$ cat src/rtl/alu_arbiter.sv
// Round-robin arbiter sharing one ALU master port among CLIENTS_N clients.
// Define ALU_ARB_TIMEOUT_EN to enable the 255-cycle no-ack grant timeout.
module alu_arbiter #(
  parameter int CLIENTS_N = 4,
  parameter int CLIENTS_W = 2
) (
  input  logic                    clk,
  input  logic                    reset,
  input  logic [CLIENTS_N-1:0]    client_cycle,
  input  logic [CLIENTS_N-1:0]    client_strobe,
  output logic [CLIENTS_N-1:0]    client_ack,
  output logic [CLIENTS_N-1:0]    client_stall,
  output logic [CLIENTS_N-1:0]    client_err,
  input  logic [9*CLIENTS_N-1:0]  client_op,
  input  logic [18*CLIENTS_N-1:0] client_al,
  input  logic [18*CLIENTS_N-1:0] client_bl,
  input  logic [18*CLIENTS_N-1:0] client_ar,
  input  logic [18*CLIENTS_N-1:0] client_br,
  input  logic [48*CLIENTS_N-1:0] client_cl,
  input  logic [48*CLIENTS_N-1:0] client_cr,
  output logic [47:0]             client_pl,
  output logic [47:0]             client_pr,
  output logic                    alu_cycle,
  output logic                    alu_strobe,
  output logic [8:0]              alu_op,
  output logic [17:0]             alu_al,
  output logic [17:0]             alu_bl,
  output logic [17:0]             alu_ar,
  output logic [17:0]             alu_br,
  output logic [47:0]             alu_cl,
  output logic [47:0]             alu_cr,
  input  logic                    alu_ack,
  input  logic                    alu_stall,
  input  logic [47:0]             alu_pl,
  input  logic [47:0]             alu_pr
);

  typedef enum logic [0:0] {ST_IDLE = 1'b0, ST_GRANT = 1'b1} state_t;

  localparam logic [CLIENTS_W-1:0] GNT_ONE = CLIENTS_W'(1);
  localparam logic [CLIENTS_W-1:0] GNT_MAX = CLIENTS_W'(CLIENTS_N - 1);

  state_t               r_state, w_state_nxt;
  logic [CLIENTS_W-1:0] r_gnt, w_gnt_nxt;
  logic [CLIENTS_W-1:0] r_last, w_last_nxt;
  logic [CLIENTS_W-1:0] w_pick, w_idx;
  logic                 w_pick_vld;
  logic [CLIENTS_N-1:0] w_req;
  logic                 w_own_cyc;
  logic                 w_timeout;

  assign w_own_cyc = client_cycle[r_gnt];
  assign client_pl = alu_pl;
  assign client_pr = alu_pr;

`ifdef ALU_ARB_TIMEOUT_EN
  logic [7:0]           r_cnt;
  logic [CLIENTS_N-1:0] r_block;

  // A timed-out client stays masked until it has dropped its cycle once.
  assign w_req     = client_cycle & ~r_block;
  assign w_timeout = (r_state == ST_GRANT) && w_own_cyc && (r_cnt == 8'hFF) && !alu_ack;

  // No-ack cycle counter and per-client re-grant block.
  always_ff @(posedge clk) begin
    if (reset) begin
      r_cnt   <= 8'd0;
      r_block <= {CLIENTS_N{1'b0}};
    end else begin
      if ((r_state != ST_GRANT) || alu_ack) begin
        r_cnt <= 8'd0;
      end else begin
        r_cnt <= r_cnt + 8'd1;
      end
      for (int i = 0; i < CLIENTS_N; i++) begin
        if (w_timeout && (r_gnt == CLIENTS_W'(i))) begin
          r_block[i] <= 1'b1;
        end else if (!client_cycle[i]) begin
          r_block[i] <= 1'b0;
        end
      end
    end
  end
`else
  assign w_req     = client_cycle;
  assign w_timeout = 1'b0;
`endif

  // Round-robin search starting one past the last-served client.
  always_comb begin
    w_pick     = r_last;
    w_pick_vld = 1'b0;
    w_idx      = r_last;
    for (int k = 0; k < CLIENTS_N; k++) begin
      if (w_idx == GNT_MAX) begin
        w_idx = {CLIENTS_W{1'b0}};
      end else begin
        w_idx = w_idx + GNT_ONE;
      end
      if (!w_pick_vld && w_req[w_idx]) begin
        w_pick_vld = 1'b1;
        w_pick     = w_idx;
      end else begin
        w_pick_vld = w_pick_vld;
      end
    end
  end

  // Next-state logic.
  always_comb begin
    w_state_nxt = r_state;
    w_gnt_nxt   = r_gnt;
    w_last_nxt  = r_last;
    case (r_state)
      ST_IDLE: begin
        if (w_pick_vld) begin
          w_state_nxt = ST_GRANT;
          w_gnt_nxt   = w_pick;
        end else begin
          w_state_nxt = ST_IDLE;
        end
      end
      ST_GRANT: begin
        if (!w_own_cyc || w_timeout) begin
          w_state_nxt = ST_IDLE;
          w_last_nxt  = r_gnt;
        end else begin
          w_state_nxt = ST_GRANT;
        end
      end
      default: begin
        w_state_nxt = ST_IDLE;
      end
    endcase
  end

  // State, grant and last-served registers.
  always_ff @(posedge clk) begin
    if (reset) begin
      r_state <= ST_IDLE;
      r_gnt   <= {CLIENTS_W{1'b0}};
      r_last  <= GNT_MAX;
    end else begin
      r_state <= w_state_nxt;
      r_gnt   <= w_gnt_nxt;
      r_last  <= w_last_nxt;
    end
  end

  // ALU port mux and per-client response routing; an ack after the owner dropped cycle is discarded.
  always_comb begin
    alu_cycle    = 1'b0;
    alu_strobe   = 1'b0;
    alu_op       = 9'd0;
    alu_al       = 18'd0;
    alu_bl       = 18'd0;
    alu_ar       = 18'd0;
    alu_br       = 18'd0;
    alu_cl       = 48'd0;
    alu_cr       = 48'd0;
    client_ack   = {CLIENTS_N{1'b0}};
    client_stall = {CLIENTS_N{1'b1}};
    client_err   = {CLIENTS_N{1'b0}};
    if (r_state == ST_GRANT) begin
      for (int i = 0; i < CLIENTS_N; i++) begin
        if (r_gnt == CLIENTS_W'(i)) begin
          alu_cycle       = client_cycle[i];
          alu_strobe      = client_strobe[i];
          alu_op          = client_op[i*9 +: 9];
          alu_al          = client_al[i*18 +: 18];
          alu_bl          = client_bl[i*18 +: 18];
          alu_ar          = client_ar[i*18 +: 18];
          alu_br          = client_br[i*18 +: 18];
          alu_cl          = client_cl[i*48 +: 48];
          alu_cr          = client_cr[i*48 +: 48];
          client_ack[i]   = alu_ack & client_cycle[i];
          client_stall[i] = alu_stall;
          client_err[i]   = w_timeout;
        end else begin
          client_ack[i]   = 1'b0;
        end
      end
    end else begin
      alu_cycle = 1'b0;
    end
  end

endmodule
$ cat config.mk
export PLATFORM = sky130hd
export DESIGN_NAME = alu_arbiter
export DESIGN_NICKNAME = d
export VERILOG_FILES = /design/src/rtl/alu_arbiter.sv
export SDC_FILE = /design/constraint.sdc
export NUM_CORES = 1
export LEC_CHECK = 0
export ABC_AREA = 1
export BUFFER_PORTS_ARGS = -buffer_cell sky130_fd_sc_hd__buf_2
export CAP_MARGIN = 20
export CORE_AREA = 2 2 427 429
export DETAILED_ROUTE_END_ITERATION = 10
export DIE_AREA = 0 0 429 431
export PLACE_DENSITY = 0.3
export SETUP_SLACK_MARGIN = 0.4
export SKIP_LAST_GASP = 1
export SLEW_MARGIN = 0
export SYNTH_ARGS = -nofsm -noshare
export SYNTH_HDL_FRONTEND = slang
export SYNTH_SLANG_ARGS = --single-unit
$ cat constraint.sdc
create_clock -name clk -period 1.55 [get_ports clk]
set_input_delay 0.31 -clock clk [delete_from_list [all_inputs] [get_ports clk]]
set_output_delay 0.31 -clock clk [all_outputs]
set_load 0.005 [all_outputs]
==> results.ini <==
[cells_and_area]
drive_gt1_share_pct=60.4
nFillCells=21300
fin_cells=4611
syn2layout_area_growth_pct=161
seqCellArea_um2=115
layout.nets=3040
final_util_pct=9.62
multiInputGateArea_um2=6050

[routing]
ant_nets=0
routedWlPerCell_um=24.8
routed_wl_um=114000
firstDrtPassIters=5
drc=0
via_per_inst=2.98
dr.first_iter.drc_count=906
routed-via-count=13700

[setup_path]
reg2reg_from=r_gnt[1]$_SDFFE_PP0P_
cp-startpoint=r_gnt[1]$_SDFFE_PP0P_
crit_arrival_ns=2.04
cp_num_buf_inv=3
crit_path_end_kind=output port
start_kind=flip-flop
critPathMaxStageDelay_ns=0.38
rrSetupSlack_ns=-0.23
cpMaxStageDelayCell=dfxtp_4
critPathTopFamily=buffers and inverters
path_cells=buf_12 > nand2_4 > buf_12 > o221ai_1 > a21oi_2 > buf_2
r2r-end=r_last[0]$_SDFFE_PP1P_
critPathMostFrequentCell=buf_12
r2r_cells=10
required_ns=1.24
worstPathMaxFanout=31
critical_path_class=reg2out

[yosys]
ys.flop_type=dfxtp_1
synthArstFlopShare_pct=0
ys_ff_latch=5
yosysSeqAreaShare_pct=1.51
netlist_instances=1308
ys_warn_count=0
netlist.area_leader.share_pct=17.3
syn_area_per_cell_um2=5.08
synth_cell_type_count=27
yosys.area.top_type=nand2_1
synth.area.top_cells=nand2_1 (17%), buf_4 (12%), o221ai_1 (11%)
synth-edff-count=0
synthTopCellsByCount=nand2_1 (306), nor2_1 (188), inv_1 (108)
yosys.cell_count.top_type=nand2_1
netlist_area_um2=6640

[global_route]
grt_use_total_pct=11.3
grt_max_degree=40
overflow=0
grt_pass1_wl_um=139000
antenna_found_initial=96
grt_pass1_vias=13600

[hold_path]
hold_depth=2
hold_class=in2reg
min_from=reset
hold_end=r_gnt[1]$_SDFFE_PP0P_

[floorplanning]
die_x_um=429
die_area_um2=185000
die_h_um=431
pin_count=1103
placementRows=156
coreArea_um2=180000
initial_core_util_pct=3.69

[sta]
fmax_mhz=426
max_slew.worst_pin.slew_ns=0.792
clock-skew-final_ns=0.00365
period_share_pct=151
setup_ws_ns=-0.795
finalMaxSlewViolations=0
hold_slack_ns=0.339
slew_headroom_pct=47.0
grt_setup_unrepaired=yes
hold_viol=0
setup_violations=191
fin_crit_ns=2.35

[power]
p_leak_nw=8.43
pwr_density_cell_nw_per_um2=1350
peakVddDrop_mv=0.373

[outcome]
status=complete, but fails checks
violations=negative setup slack

[placement]
io_buffers=906
globalplace.congestion=0.964
post-place-cells=4526
dp_hpwl_um=101000

[clocking]
cts-buffers-inserted=3
cts.root.buffer_cell=clkbuf_16
insertion_delay_ns=0.23
clockBufferDepth=2
cts_max_level=1
cts_tree=built
clkSlewWorstSetupHoldPaths_ns=0.04
clock_sinks=5
cts_hold_buffers=0

[job]
cap_violations=0

## cell type report
class	count	area share (%)
tap	2370	17.1
clock buffer	4	0.455
timing repair buffer	1124	44.0
sequential	5	0.664
inverter	112	2.64
multi-input combinational	977	34.9
antenna	19	0.274
## report_power, final
group          switching, W  internal [W]
logic                0.0128       0.00978
registers          0.000141      0.000201
clock network     0.0000859      0.000341
total                0.0130        0.0103
## state kept, by name, summed over array words and instances (netlist names)
signal,count
r_last,2
r_state,1
r_gnt,2
## cell usage in the layout, fill, tap and decap left out, drive strengths merged, types with 2 or more instances in the layout
master	instances
nor2	189
nor3	2
diode	19
o21ai	99
clkbuf	11
o21a	5
dfxtp	5
nand2	307
o211ai	90
a21oi	87
nand3	101
o22ai	5
buf	1117
o221ai	83
conb	4
inv	110
## repair_timing
item                                    CTS  global route
endpoints found under the hold margin     0             0
buffers inserted                         23            26
gates cloned                              4             9
pin swaps                                31            58
endpoints found under the setup margin  192           192
gates resized for setup                 224           209
## per-stage QoR
stage          TNS (ns)  total power [W]  worst slack (ns)  cell area [µm²]
6_report        -114.39           0.0233            -0.795            17300
3_3_place_gp     -70.96           0.0192            -0.903            14800
4_1_cts         -119.82           0.0214            -0.859            16000
5_1_grt         -133.44           0.0250            -0.870            17300
2_1_floorplan  -0.00162          0.00792          -0.00162             6900
3_5_place_dp     -75.11           0.0191            -0.931            14800
## per-layer routing
metal | GRT usage, % | routed length, µm | vias to the layer above | part of all wire (%)
met4 | 3.22 | 4110 | 72 | 3.6
met5 | 1.90 | 947 | - | 0.83
met2 | 19.6 | 55400 | 848 | 48
li1 | - | - | 6214 | -
met3 | 5.77 | 14000 | 196 | 12
met1 | 11.9 | 39800 | 6394 | 35
## worst max-delay path by stage
stage / end / depth (start not counted)
global route: alu_al[4] / 10
detailed placement: alu_cl[34] / 8
finish: alu_br[15] / 6
floorplan: alu_bl[11] / 9
global placement: alu_cl[34] / 8
CTS: alu_op[5] / 9
## kinds of logic (layout without fill, tap and decap cells)
| group | Yosys count | count (layout) | share of synthesized area [%] |
|---|---|---|---|
| AND/OR/NAND/NOR | 600 | 600 | 36.0 |
| adder cells (fa/ha/maj) | 1 | 1 | 0.188 |
| flip-flops | 5 | 5 | 1.51 |
| AO/OA/AOI/OAI | 372 | 372 | 36.6 |
| buffers and inverters | 329 | 1240 | 25.6 |
| other | 1 | 23 | 0.0565 |
Note: power is estimated with default switching activity, not from simulation.
